File: src/rtl/alu_ctrl_pkg.sv
// alu_ctrl_pkg
// Shared constants for the execute-stage controller. It holds the ALU
// operation codes, the main-control class codes, the M-extension
// funct7/funct3 codes and the MDU FSM state type.
// It also provides a helper that maps a base funct3 to its ALU code.
package alu_ctrl_pkg;

    // ALU operation codes
    localparam logic [3:0] ALU_ADD   = 4'b0000;
    localparam logic [3:0] ALU_SUB   = 4'b0001;
    localparam logic [3:0] ALU_AND   = 4'b0010;
    localparam logic [3:0] ALU_OR    = 4'b0011;
    localparam logic [3:0] ALU_XOR   = 4'b0100;
    localparam logic [3:0] ALU_SLL   = 4'b0101;
    localparam logic [3:0] ALU_SRL   = 4'b0110;
    localparam logic [3:0] ALU_SRA   = 4'b0111;
    localparam logic [3:0] ALU_SLT   = 4'b1000;
    localparam logic [3:0] ALU_SLTU  = 4'b1001;
    localparam logic [3:0] ALU_PASSB = 4'b1010;

    // main-control instruction classes
    localparam logic [2:0] CLS_R     = 3'b000;
    localparam logic [2:0] CLS_I     = 3'b001;
    localparam logic [2:0] CLS_LUI   = 3'b010;
    localparam logic [2:0] CLS_BR    = 3'b011;
    localparam logic [2:0] CLS_LS    = 3'b100;
    localparam logic [2:0] CLS_AUIPC = 3'b101;
    localparam logic [2:0] CLS_JAL   = 3'b110;

    localparam logic [6:0] F7_BASE = 7'b0000000;
    localparam logic [6:0] F7_ALT  = 7'b0100000;
    localparam logic [6:0] F7_M    = 7'b0000001;

    // M-extension funct3
    localparam logic [2:0] F3_MUL    = 3'b000;
    localparam logic [2:0] F3_MULH   = 3'b001;
    localparam logic [2:0] F3_MULHSU = 3'b010;
    localparam logic [2:0] F3_MULHU  = 3'b011;
    localparam logic [2:0] F3_DIV    = 3'b100;
    localparam logic [2:0] F3_DIVU   = 3'b101;
    localparam logic [2:0] F3_REM    = 3'b110;
    localparam logic [2:0] F3_REMU   = 3'b111;

    typedef enum logic [1:0] {S_IDLE, S_BUSY, S_DONE} mdu_state_e;

    // This is the base funct3 map shared by R and I-arith.
    // Here 101 is the logical shift; SRA/SRAI are chosen by funct7.
    function automatic logic [3:0] base_op(input logic [2:0] f3);
        case (f3)
            3'b000:  return ALU_ADD;
            3'b001:  return ALU_SLL;
            3'b010:  return ALU_SLT;
            3'b011:  return ALU_SLTU;
            3'b100:  return ALU_XOR;
            3'b101:  return ALU_SRL;
            3'b110:  return ALU_OR;
            default: return ALU_AND;
        endcase
    endfunction

endpackage

File: src/rtl/alu_mdu_control_if.sv
// alu_mdu_control_if
// This interface carries the execute-stage signals between the core (master) and alu_mdu_control (slave).
//   inputs : valid_i, alu_op_i, funct7_i, funct3_i, rs1_data_i, rs2_data_i
//   outputs: alu_operation_o, use_mdu_o, stall_o, mdu_done_o, mdu_result_o, illegal_o
interface alu_mdu_control_if #(
    parameter int XLEN = 32
);
    logic            valid_i;
    logic [2:0]      alu_op_i;
    logic [6:0]      funct7_i;
    logic [2:0]      funct3_i;
    logic [XLEN-1:0] rs1_data_i;
    logic [XLEN-1:0] rs2_data_i;
    logic [3:0]      alu_operation_o;
    logic            use_mdu_o;
    logic            stall_o;
    logic            mdu_done_o;
    logic [XLEN-1:0] mdu_result_o;
    logic            illegal_o;

    modport master (
        output valid_i, alu_op_i, funct7_i, funct3_i, rs1_data_i, rs2_data_i,
        input  alu_operation_o, use_mdu_o, stall_o, mdu_done_o, mdu_result_o, illegal_o
    );

    modport slave (
        input  valid_i, alu_op_i, funct7_i, funct3_i, rs1_data_i, rs2_data_i,
        output alu_operation_o, use_mdu_o, stall_o, mdu_done_o, mdu_result_o, illegal_o
    );
endinterface

File: src/rtl/mdu_iter_core.sv
// mdu_iter_core
// This is the iterative multiply/divide datapath. It uses a radix-2 shift-add multiplier
// and a restoring divider, which share one 2*XLEN accumulator.
//   accept : load operand magnitudes and sign flags, or load the special-case result
//   step   : run one radix-2 iteration
//   last   : this step is the final one, so write the sign-corrected result
//   special: the divide-by-zero or signed-overflow case, finished without iterating
//   result : registered M-extension result
module mdu_iter_core
    import alu_ctrl_pkg::*;
#(
    parameter int XLEN = 32
) (
    input  logic            clk,
    input  logic            reset,
    input  logic            accept,
    input  logic            step,
    input  logic            last,
    input  logic [2:0]      funct3,
    input  logic [XLEN-1:0] rs1,
    input  logic [XLEN-1:0] rs2,
    output logic            special,
    output logic [XLEN-1:0] result
);
    localparam logic [XLEN-1:0] MIN = {1'b1, {(XLEN-1){1'b0}}};

    logic            s1_signed, s2_signed, neg1, neg2, div_zero, div_ovf;
    logic [XLEN-1:0] mag1, mag2, special_res;
    logic [2:0]      op_r;
    logic            neg_r, dsign_r;
    logic [XLEN-1:0] b_r;
    logic [2*XLEN-1:0] acc, acc_nxt, prod_fix;
    logic [XLEN:0]   rem_sh, diff, sum;
    logic [XLEN-1:0] q_fix, r_fix, final_res;

    // Operand preparation works on the live inputs during the accept cycle.
    always_comb begin
        s1_signed = (funct3 == F3_MULH) || (funct3 == F3_MULHSU) ||
                    (funct3 == F3_DIV)  || (funct3 == F3_REM);
        s2_signed = (funct3 == F3_MULH) || (funct3 == F3_DIV) || (funct3 == F3_REM);
        neg1      = s1_signed && rs1[XLEN-1];
        neg2      = s2_signed && rs2[XLEN-1];
        mag1      = neg1 ? -rs1 : rs1;
        mag2      = neg2 ? -rs2 : rs2;
        div_zero  = funct3[2] && (rs2 == '0);
        div_ovf   = funct3[2] && s2_signed && (rs1 == MIN) && (rs2 == '1);
        special   = div_zero || div_ovf;
        // In funct3, bit 1 separates REM/REMU from DIV/DIVU.
        if (div_zero) special_res = funct3[1] ? rs1 : '1;
        else          special_res = funct3[1] ? '0 : MIN;
    end

    // The accumulator layout is {hi, lo}.
    // For a multiply, hi holds the partial product and lo holds the remaining multiplier bits.
    // For a divide, hi holds the remainder and lo holds the dividend bits shifting into the quotient.
    always_comb begin
        rem_sh = acc[2*XLEN-1:XLEN-1];
        diff   = rem_sh - {1'b0, b_r};
        sum    = {1'b0, acc[2*XLEN-1:XLEN]} + (acc[0] ? {1'b0, b_r} : '0);
        if (op_r[2])
            acc_nxt = diff[XLEN] ? {rem_sh[XLEN-1:0], acc[XLEN-2:0], 1'b0}
                                 : {diff[XLEN-1:0],   acc[XLEN-2:0], 1'b1};
        else
            acc_nxt = {sum, acc[XLEN-1:1]};
        prod_fix = neg_r   ? -acc_nxt : acc_nxt;
        q_fix    = neg_r   ? -acc_nxt[XLEN-1:0] : acc_nxt[XLEN-1:0];
        r_fix    = dsign_r ? -acc_nxt[2*XLEN-1:XLEN] : acc_nxt[2*XLEN-1:XLEN];
        case (op_r)
            F3_MUL:                        final_res = prod_fix[XLEN-1:0];
            F3_MULH, F3_MULHSU, F3_MULHU:  final_res = prod_fix[2*XLEN-1:XLEN];
            F3_DIV, F3_DIVU:               final_res = q_fix;
            default:                       final_res = r_fix;
        endcase
    end

    always_ff @(posedge clk or posedge reset) begin
        if (reset) begin
            op_r    <= '0;
            neg_r   <= 1'b0;
            dsign_r <= 1'b0;
            b_r     <= '0;
            acc     <= '0;
            result  <= '0;
        end else if (accept) begin
            op_r    <= funct3;
            neg_r   <= neg1 ^ neg2;
            dsign_r <= neg1;
            b_r     <= mag2;
            acc     <= {{XLEN{1'b0}}, mag1};
            if (special) result <= special_res;
        end else if (step) begin
            acc <= acc_nxt;
            if (last) result <= final_res;
        end
    end
endmodule

File: src/rtl/alu_mdu_control.sv
// alu_mdu_control
// This is the execute-stage controller. It decodes alu_op/funct7/funct3 into the ALU
// operation code and sequences M-extension instructions through mdu_iter_core.
// While an M instruction is in flight, it stalls the core.
//   clk, reset : clock, async active-high reset
//   bus        : alu_mdu_control_if.slave (instruction fields, operands, results)
module alu_mdu_control
    import alu_ctrl_pkg::*;
#(
    parameter int XLEN     = 32,
    parameter bit ENABLE_M = 1'b1
) (
    input logic              clk,
    input logic              reset,
    alu_mdu_control_if.slave bus
);
    localparam int CW = $clog2(XLEN) + 1;

    mdu_state_e    state, state_nxt;
    logic [CW-1:0] cnt;
    logic [3:0]    alu_op;
    logic          m_op, illegal, use_mdu, accept, step, last, special;

    // decoder
    always_comb begin
        alu_op  = ALU_ADD;
        illegal = 1'b0;
        m_op    = 1'b0;
        case (bus.alu_op_i)
            CLS_R: begin
                if (bus.funct7_i == F7_BASE)                             alu_op = base_op(bus.funct3_i);
                else if (bus.funct7_i == F7_ALT && bus.funct3_i == 3'b000) alu_op = ALU_SUB;
                else if (bus.funct7_i == F7_ALT && bus.funct3_i == 3'b101) alu_op = ALU_SRA;
                else if (bus.funct7_i == F7_M) begin
                    m_op    = 1'b1;
                    illegal = !ENABLE_M;
                end else                                                   illegal = 1'b1;
            end
            // In I-arith, funct7 is immediate bits except for the SRAI marker bit.
            CLS_I:   alu_op = (bus.funct3_i == 3'b101 && bus.funct7_i[5]) ? ALU_SRA
                                                                          : base_op(bus.funct3_i);
            CLS_LUI: alu_op = ALU_PASSB;
            CLS_BR:  alu_op = ALU_SUB;
            CLS_LS, CLS_AUIPC, CLS_JAL: alu_op = ALU_ADD;
            default: illegal = 1'b1;
        endcase
    end

    assign use_mdu = m_op && ENABLE_M;
    assign accept  = (state == S_IDLE) && bus.valid_i && use_mdu;
    assign step    = (state == S_BUSY) && bus.valid_i;
    assign last    = (cnt == CW'(XLEN - 1));

    always_ff @(posedge clk or posedge reset) begin
        if (reset) begin
            state <= S_IDLE;
            cnt   <= '0;
        end else begin
            state <= state_nxt;
            if (accept)    cnt <= '0;
            else if (step) cnt <= cnt + 1'b1;
        end
    end

    always_comb begin
        state_nxt = state;
        case (state)
            S_IDLE:  if (accept) state_nxt = special ? S_DONE : S_BUSY;
            // Dropping valid_i (a flush) abandons the operation without a done pulse.
            S_BUSY:  if (!bus.valid_i) state_nxt = S_IDLE;
                     else if (last)    state_nxt = S_DONE;
            default: state_nxt = S_IDLE;
        endcase
    end

    always_comb begin
        bus.alu_operation_o = alu_op;
        bus.use_mdu_o       = use_mdu;
        bus.illegal_o       = illegal;
        bus.mdu_done_o      = (state == S_DONE);
        bus.stall_o         = bus.valid_i && use_mdu && (state != S_DONE);
    end

    mdu_iter_core #(.XLEN(XLEN)) u_core (
        .clk     (clk),
        .reset   (reset),
        .accept  (accept),
        .step    (step),
        .last    (last),
        .funct3  (bus.funct3_i),
        .rs1     (bus.rs1_data_i),
        .rs2     (bus.rs2_data_i),
        .special (special),
        .result  (bus.mdu_result_o)
    );
endmodule

File: src/flat_wrapper.sv
// flat-port wrapper written by rule: the top's interface ports become plain ports
module alu_mdu_control_flat import alu_ctrl_pkg::*;
#(
    parameter int XLEN     = 32,
    parameter bit ENABLE_M = 1'b1
)
  (clk, reset, bus_valid_i, bus_alu_op_i, bus_funct7_i, bus_funct3_i, bus_rs1_data_i, bus_rs2_data_i, bus_alu_operation_o, bus_use_mdu_o, bus_stall_o, bus_mdu_done_o, bus_mdu_result_o, bus_illegal_o);
  alu_mdu_control_if #(.XLEN(XLEN)) bus_i ();
  input logic clk;
  input logic reset;
  input wire logic [$bits(bus_i.valid_i)-1:0] bus_valid_i;
  input wire logic [$bits(bus_i.alu_op_i)-1:0] bus_alu_op_i;
  input wire logic [$bits(bus_i.funct7_i)-1:0] bus_funct7_i;
  input wire logic [$bits(bus_i.funct3_i)-1:0] bus_funct3_i;
  input wire logic [$bits(bus_i.rs1_data_i)-1:0] bus_rs1_data_i;
  input wire logic [$bits(bus_i.rs2_data_i)-1:0] bus_rs2_data_i;
  output wire logic [$bits(bus_i.alu_operation_o)-1:0] bus_alu_operation_o;
  output wire logic [$bits(bus_i.use_mdu_o)-1:0] bus_use_mdu_o;
  output wire logic [$bits(bus_i.stall_o)-1:0] bus_stall_o;
  output wire logic [$bits(bus_i.mdu_done_o)-1:0] bus_mdu_done_o;
  output wire logic [$bits(bus_i.mdu_result_o)-1:0] bus_mdu_result_o;
  output wire logic [$bits(bus_i.illegal_o)-1:0] bus_illegal_o;
  assign bus_i.valid_i = bus_valid_i;
  assign bus_i.alu_op_i = bus_alu_op_i;
  assign bus_i.funct7_i = bus_funct7_i;
  assign bus_i.funct3_i = bus_funct3_i;
  assign bus_i.rs1_data_i = bus_rs1_data_i;
  assign bus_i.rs2_data_i = bus_rs2_data_i;
  assign bus_alu_operation_o = bus_i.alu_operation_o;
  assign bus_use_mdu_o = bus_i.use_mdu_o;
  assign bus_stall_o = bus_i.stall_o;
  assign bus_mdu_done_o = bus_i.mdu_done_o;
  assign bus_mdu_result_o = bus_i.mdu_result_o;
  assign bus_illegal_o = bus_i.illegal_o;
  alu_mdu_control #(.XLEN(XLEN), .ENABLE_M(ENABLE_M)) u_core (.clk(clk), .reset(reset), .bus(bus_i));
endmodule
File: config.mk
export PLATFORM = sky130hd
export DESIGN_NAME = alu_mdu_control_flat
export DESIGN_NICKNAME = d
export VERILOG_FILES = /design/src/rtl/alu_ctrl_pkg.sv /design/src/rtl/alu_mdu_control_if.sv /design/src/rtl/mdu_iter_core.sv /design/src/rtl/alu_mdu_control.sv /design/src/flat_wrapper.sv
export SDC_FILE = /design/constraint.sdc
export NUM_CORES = 1
export LEC_CHECK = 0
export BUFFER_PORTS_ARGS = -buffer_cell sky130_fd_sc_hd__buf_2
export CORE_UTILIZATION = 43
export DETAILED_ROUTE_END_ITERATION = 7
export PLACE_DENSITY = 0.58
export SLEW_MARGIN = 20
export SYNTH_ARGS = -nofsm -noshare
export SYNTH_HDL_FRONTEND = slang
export SYNTH_SLANG_ARGS = --single-unit
File: constraint.sdc
create_clock -name clk -period 6.2 [get_ports clk]
set_input_delay 0.62 -clock clk [delete_from_list [all_inputs] [get_ports clk]]
set_output_delay 0.62 -clock clk [all_outputs]
set_load 0.01 [all_outputs]
---- Word level (Yosys, flattened, before mapping) ----
Index checks and enable logic that the tools add are counted.
storage, ports and cells
  bits of input ports ..................... 80
  flip-flop bits (word level) ............. 141
  logic and storage cells ................. 119
operators by class
  muxes and demuxes ....................... 41
  $add $sub $neg .......................... 8
  eq/ne operators ......................... 28
  reduce and logical (&&, ||, !) cells .... 33
  bitwise operators ....................... 1
operators by type and width
  cell                                                  number
  2-to-1 mux 32 bit                                     12
  2-to-1 mux 64 bit                                     5
  negator 32 bit                                        4
  case mux 32 bit (3 select lines)                      1
  equality test 32 bit (second input constant)          2
  negator 64 bit                                        1
  adder 32 x 32 -> 33 bit                               1
  subtractor 33 x 32 -> 33 bit                          1
  logical NOT 32 bit                                    1
  case mux 4 bit (7 select lines)                       1
  equality test 3 bit (second input constant)           8
  equality test 3 x 2 -> 1 bit (second input constant)  6
  case mux 4 bit (4 select lines)                       1
  logical AND 1 bit                                     14
  2-to-1 mux 4 bit                                      3
  2-to-1 mux 6 bit                                      2
  equality test 3 x 1 -> 1 bit (second input constant)  3
  logical NOT 3 bit                                     3
  2-to-1 mux 1 bit                                      9
  2-to-1 mux 2 bit                                      4
  equality test 7 x 1 -> 1 bit (second input constant)  1
  equality test 7 x 6 -> 1 bit (second input constant)  1
  logical NOT 7 bit                                     1
  adder 6 x 1 -> 6 bit (second input constant)          1
  other kinds (18)                                      25

---- Depth between registers and ports, before layout ----
  word-level depth ........................ 10
  gate-level depth with buffers ........... 22
  depth with buffers taken out ............ 22

---- Hierarchy ----
From an unflattened synthesis, not the netlist that was laid out.
unflattened totals
  cells, all modules ...................... 2128
  area total of the unflattened synthesis .. 15820.2 um2
modules (own cells, without submodules)
  module           area each (um2)  seq. area each (um2)  cells an instance  instances
  mdu_iter_core    15162.0          3328.2                2046               1
  alu_mdu_control  658.1            200.2                 82                 1

---- Worst setup path after synthesis ----
OpenSTA, ideal clock, no wires.
  kind .................................... reg2reg
  start point ............................. register u_core.u_core.acc[31]
  end point ............................... register u_core.u_core.result[24]
  setup slack ............................. 1.659 ns
  data required time ...................... 6.113 ns
  period minus slack after synthesis ...... 4.541 ns
  arrival ................................. 4.454 ns
  stages on the path, launching flop included .. 22
  path through ............................ dfrtp_1 > inv_1 > ha_1 > inv_1 > fa_1 > a211oi_2 > nor3_2 > o2111ai_4 > a21oi_4 > or3_1 > buf_6 > buf_2 > nand3_1 > a31o_2 > ha_1 > o31ai_1 > or3_1 > or3_1 > o41ai_1 > xnor2_1 > a21oi_1 > o211ai_1
on the way
  cells in the longest elaborated chain, start to end .. 9
  elaborated cells between the ends (all ways) .. 13
  those cells by class .................... add/sub: 4; mux: 9
ends and longest elaborated chain
  what                                             RTL line             RTL
  from (decl)                                      mdu_iter_core.sv:32  logic [2*XLEN-1:0] acc, acc_nxt, prod_fix;
  from (signal assigned)                           mdu_iter_core.sv:89  acc <= {{XLEN{1'b0}}, mag1};
  from (signal assigned)                           mdu_iter_core.sv:92  acc <= acc_nxt;
  subtractor 33 x 32 -> 33 bit                     mdu_iter_core.sv:58  diff = rem_sh - {1'b0, b_r};
  2-to-1 mux 64 bit                                mdu_iter_core.sv:61  acc_nxt = diff[XLEN] ? {rem_sh[XLEN-1:0], acc[XLEN-2:0], 1'b0}
  2-to-1 mux 64 bit (*)                            mdu_iter_core.sv:60  if (op_r[2])
  negator 64 bit, or another cell as far along     mdu_iter_core.sv:65  prod_fix = neg_r ? -acc_nxt : acc_nxt;
  2-to-1 mux 64 bit, or another cell as far along  mdu_iter_core.sv:65
  case mux 32 bit (3 select lines) (*)             mdu_iter_core.sv:68  case (op_r)
  2-to-1 mux 32 bit (*)                            mdu_iter_core.sv:93  if (last) result <= final_res;
  2-to-1 mux 32 bit (*)                            mdu_iter_core.sv:91  end else if (step) begin
  2-to-1 mux 32 bit (*)                            mdu_iter_core.sv:84  end else if (accept) begin
  to (signal assigned)                             mdu_iter_core.sv:90  if (special) result <= special_res;
  to (signal assigned)                             mdu_iter_core.sv:93
  to (decl)                                        mdu_iter_core.sv:23  output logic [XLEN-1:0] result
Every way passes the cells marked *; elsewhere a longest branch is shown, timed or not. The select of a mux whose other input is x is not followed.
A chain may end at the register's enable or synchronous reset.

---- Worst setup path after layout ----
  start point ............................. register u_core.u_core.acc[31]
  end point ............................... register u_core.u_core.result[27]
Same word-level chain as after synthesis.

==> results.ini <==
[outcome]
status=complete, no violations

[synth]
netlist_instances=2148
synth-seq-cells=141
ys_types=101
ys.flop_type=dfrtp_1
syn-cell-area_um2=15900
synth.avg_cell_area_um2=7.42
ys_seq_area_share_pct=22.1
syn_nets=2300
synth_edf_count=0
yosysWarnings=0
async_flop_share_pct=100

[pwr]
power_switching_uw=966
p_leak_uw=0.00782
p_clk_share_pct=39.9
ir_worst_vdd_uv=176
power_density_nw_per_um2=161
power_frac_seq_pct=33.8
comb_power_share_pct=26.3
intPower_uw=1860
power.switching_fraction_pct=34.2

[clock_tree]
clk-insertion-delay-late_ns=0.47
cts-resized-gates=0
clockRootBuffer=clkbuf_16
clk_pin_slew_ns=0.07
cts.hold.buffers_added=0
post-cts-setup-buffers=0
cts_buffers=17
clock-sinks=141
htreeDepth=4
cts_tree=built
clk_path_buf_depth=2

[worst_setup_path]
critPathKind=reg2reg
end_kind=flop
critical_path_arrival_ns=6.04
crit_path_top_delay_cell=o31ai_4
start_kind=flop
cp_cell_sequence=inv_1 > ha_1 > inv_1 > fa_1 > a211oi_2 > nor3_2 > o2111ai_4 > a21oi_4 > o31ai_4 > nand2_1 > o31ai_2 > a32oi_1 > or3_1 > or3_1 > o41ai_1 > nor2_1 > o211ai_1
rr_worst_depth=17
slowest_delay_ns=0.71
crit_required_ns=6.56
crit_fanout=15

[layout]
final_common_cell=nand2_1
layout_common_cells=nand2_1, o21ai_0, nor2_1, dfrtp_1, a21oi_1
regArea_um2=3530
drive_gt1_share_pct=12.4
num-fill-cells=3764
multi_input_area_um2=11600
instances_no_fill=2682
fin_nets=2353
syn_to_final_growth_pct=10.0

[timing]
hold_violations=0
final.min_clock_period_ns=5.67
max_freq_ghz=0.176
worst_pin_slew_ns=1.21
finalCritPeriodShare_pct=91.5
finClkSkew_ns=0.0191
drv_slew=0
max_slew_margin_pct=19.1
rsz0062_at_grt=no
finalSetupViolCount=0
tns_ns=0

[route]
antenna_left=0
drt_iter0_markers=1732
drc=0
drt_wl_total_um=62000
drt_first_pass_iters=6
wire_per_inst_um=23.1
avgViaCountPerCell=6.38
vias=17100

[die]
dieArea_um2=37800
io_pins=120
start_util_pct=43.6
row_count=70
core_um2=36500
die_w_um=194
die_height_um=194

[placed_design]
port_buffers=119
hpwl_um=48100
gp_congestion=0.984
dp_cells=2650

[grt]
antenna_found_initial=0
grt_max_degree=103
grt_pass1_wl_um=95300
first_global_vias=15700
grt.total_usage_pct=32.7
grt.overflow.total=0

[hold_path]
min_path_type=in2async

[flow_run]
drv_cap=0

-- per-layer routing --
layer / up-vias / GRT usage, % / routed length [um]
met5: - / 0 / 0
met4: 0 / 8.64 / 1450
met3: 73 / 4.63 / 4300
met2: 693 / 50.9 / 27600
met1: 8314 / 47.0 / 28600
li1: 8021 / - / -
-- through the flow --
step | cell area [um2] | util, % | total power (uW) | hold slack [ns] | setup slack, ns
4_1_cts | 17500 | 48.0 | 2830 | 0.327 | 0.632
3_5_place_dp | 16900 | 46.3 | 1700 | 0.479 | 0.679
5_1_grt | 17500 | 48.0 | 2930 | 0.351 | 0.230
3_3_place_gp | 16900 | 46.3 | 1700 | 0.474 | 0.802
2_1_floorplan | 15900 | - | 1430 | 0.463 | 1.66
6_report | 17500 | 48.0 | 2830 | 0.302 | 0.527
-- path summary, 6_finish.rpt --
| kind | from | to | slack, ns |
|---|---|---|---|
| hold / removal | reset | u_core.u_core.b_r[16] | 0.30 |
| setup reg to reg | u_core.u_core.acc[31] | u_core.u_core.result[27] | 0.53 |
| hold reg to reg | u_core.u_core.result[21] | u_core.u_core.result[21] | 0.50 |
| setup / recovery | u_core.u_core.acc[31] | u_core.u_core.result[27] | 0.53 |
| min in group clk | bus_rs2_data_i[31] | u_core.u_core.b_r[31] | 0.43 |
| max in group asynchronous | reset | u_core.u_core.result[26] | 4.48 |
-- worst max-delay path, delay by kind of cell, from the launching register on --
family,cells,cell delay (ns)
and+or+nand+nor,5,1.76
adders and majority gates,2,0.61
AOI/OAI and AO/OA,8,2.62
DFF,1,0.42
buffers and inverters,2,0.16
-- synthesized netlist by cell type, drive strengths merged (36+ instances only) --
cell type | count | area, um2
buf | 38 | 210
o21ai | 256 | 1280
mux2i | 40 | 400
nor2 | 146 | 558
a21oi | 137 | 719
xor2 | 83 | 727
ha | 70 | 876
nor3 | 58 | 325
o211ai | 51 | 388
nand3 | 69 | 350
inv | 68 | 255
clkbuf | 88 | 330
and2 | 48 | 300
xnor2 | 101 | 885
nand4 | 36 | 225
dfrtp | 141 | 3530
nand2 | 269 | 1010
-- power by group through the flow --
stage / combinational, uW / sequential [uW] / clock (uW)
detailed placement: 730 / 972 / 0
CTS: 733 / 955 / 1140
floorplan: 469 / 962 / 0
finish: 745 / 956 / 1130
global route: 802 / 957 / 1170
global placement: 730 / 971 / 0
-- cell type report --
type / count / share of cell area [%]
Antenna cell: 1 / 0.0143
Clock buffer: 22 / 2.76
Clock inverter: 9 / 0.764
Inverter: 68 / 1.48
Multi-Input combinational cell: 1813 / 66.3
Sequential cell: 141 / 20.1
Tap cell: 468 / 3.34
Timing Repair Buffer: 160 / 5.15
-- flip-flops by register name (all words and copies together), names as in the netlist --
register / cells
u_core.u_core.neg_r: 1
u_core.u_core.b_r: 32
u_core.u_core.acc: 64
u_core.state: 2
u_core.u_core.op_r: 3
u_core.cnt: 6
u_core.u_core.result: 32
u_core.u_core.dsign_r: 1
-- logic make-up after synthesis --
| logic type | Yosys count | synth area share [%] |
|---|---|---|
| multiplexers | 50 | 3.22 |
| AO/OA/AOI/OAI | 711 | 28.9 |
| flip-flops | 141 | 22.1 |
| adder cells (fa/ha/maj) | 72 | 5.75 |
| AND/OR/NAND/NOR | 796 | 24.8 |
| XOR/XNOR | 184 | 10.1 |
| buffers and inverters | 194 | 4.99 |
Power figures use the tool's default switching activity.
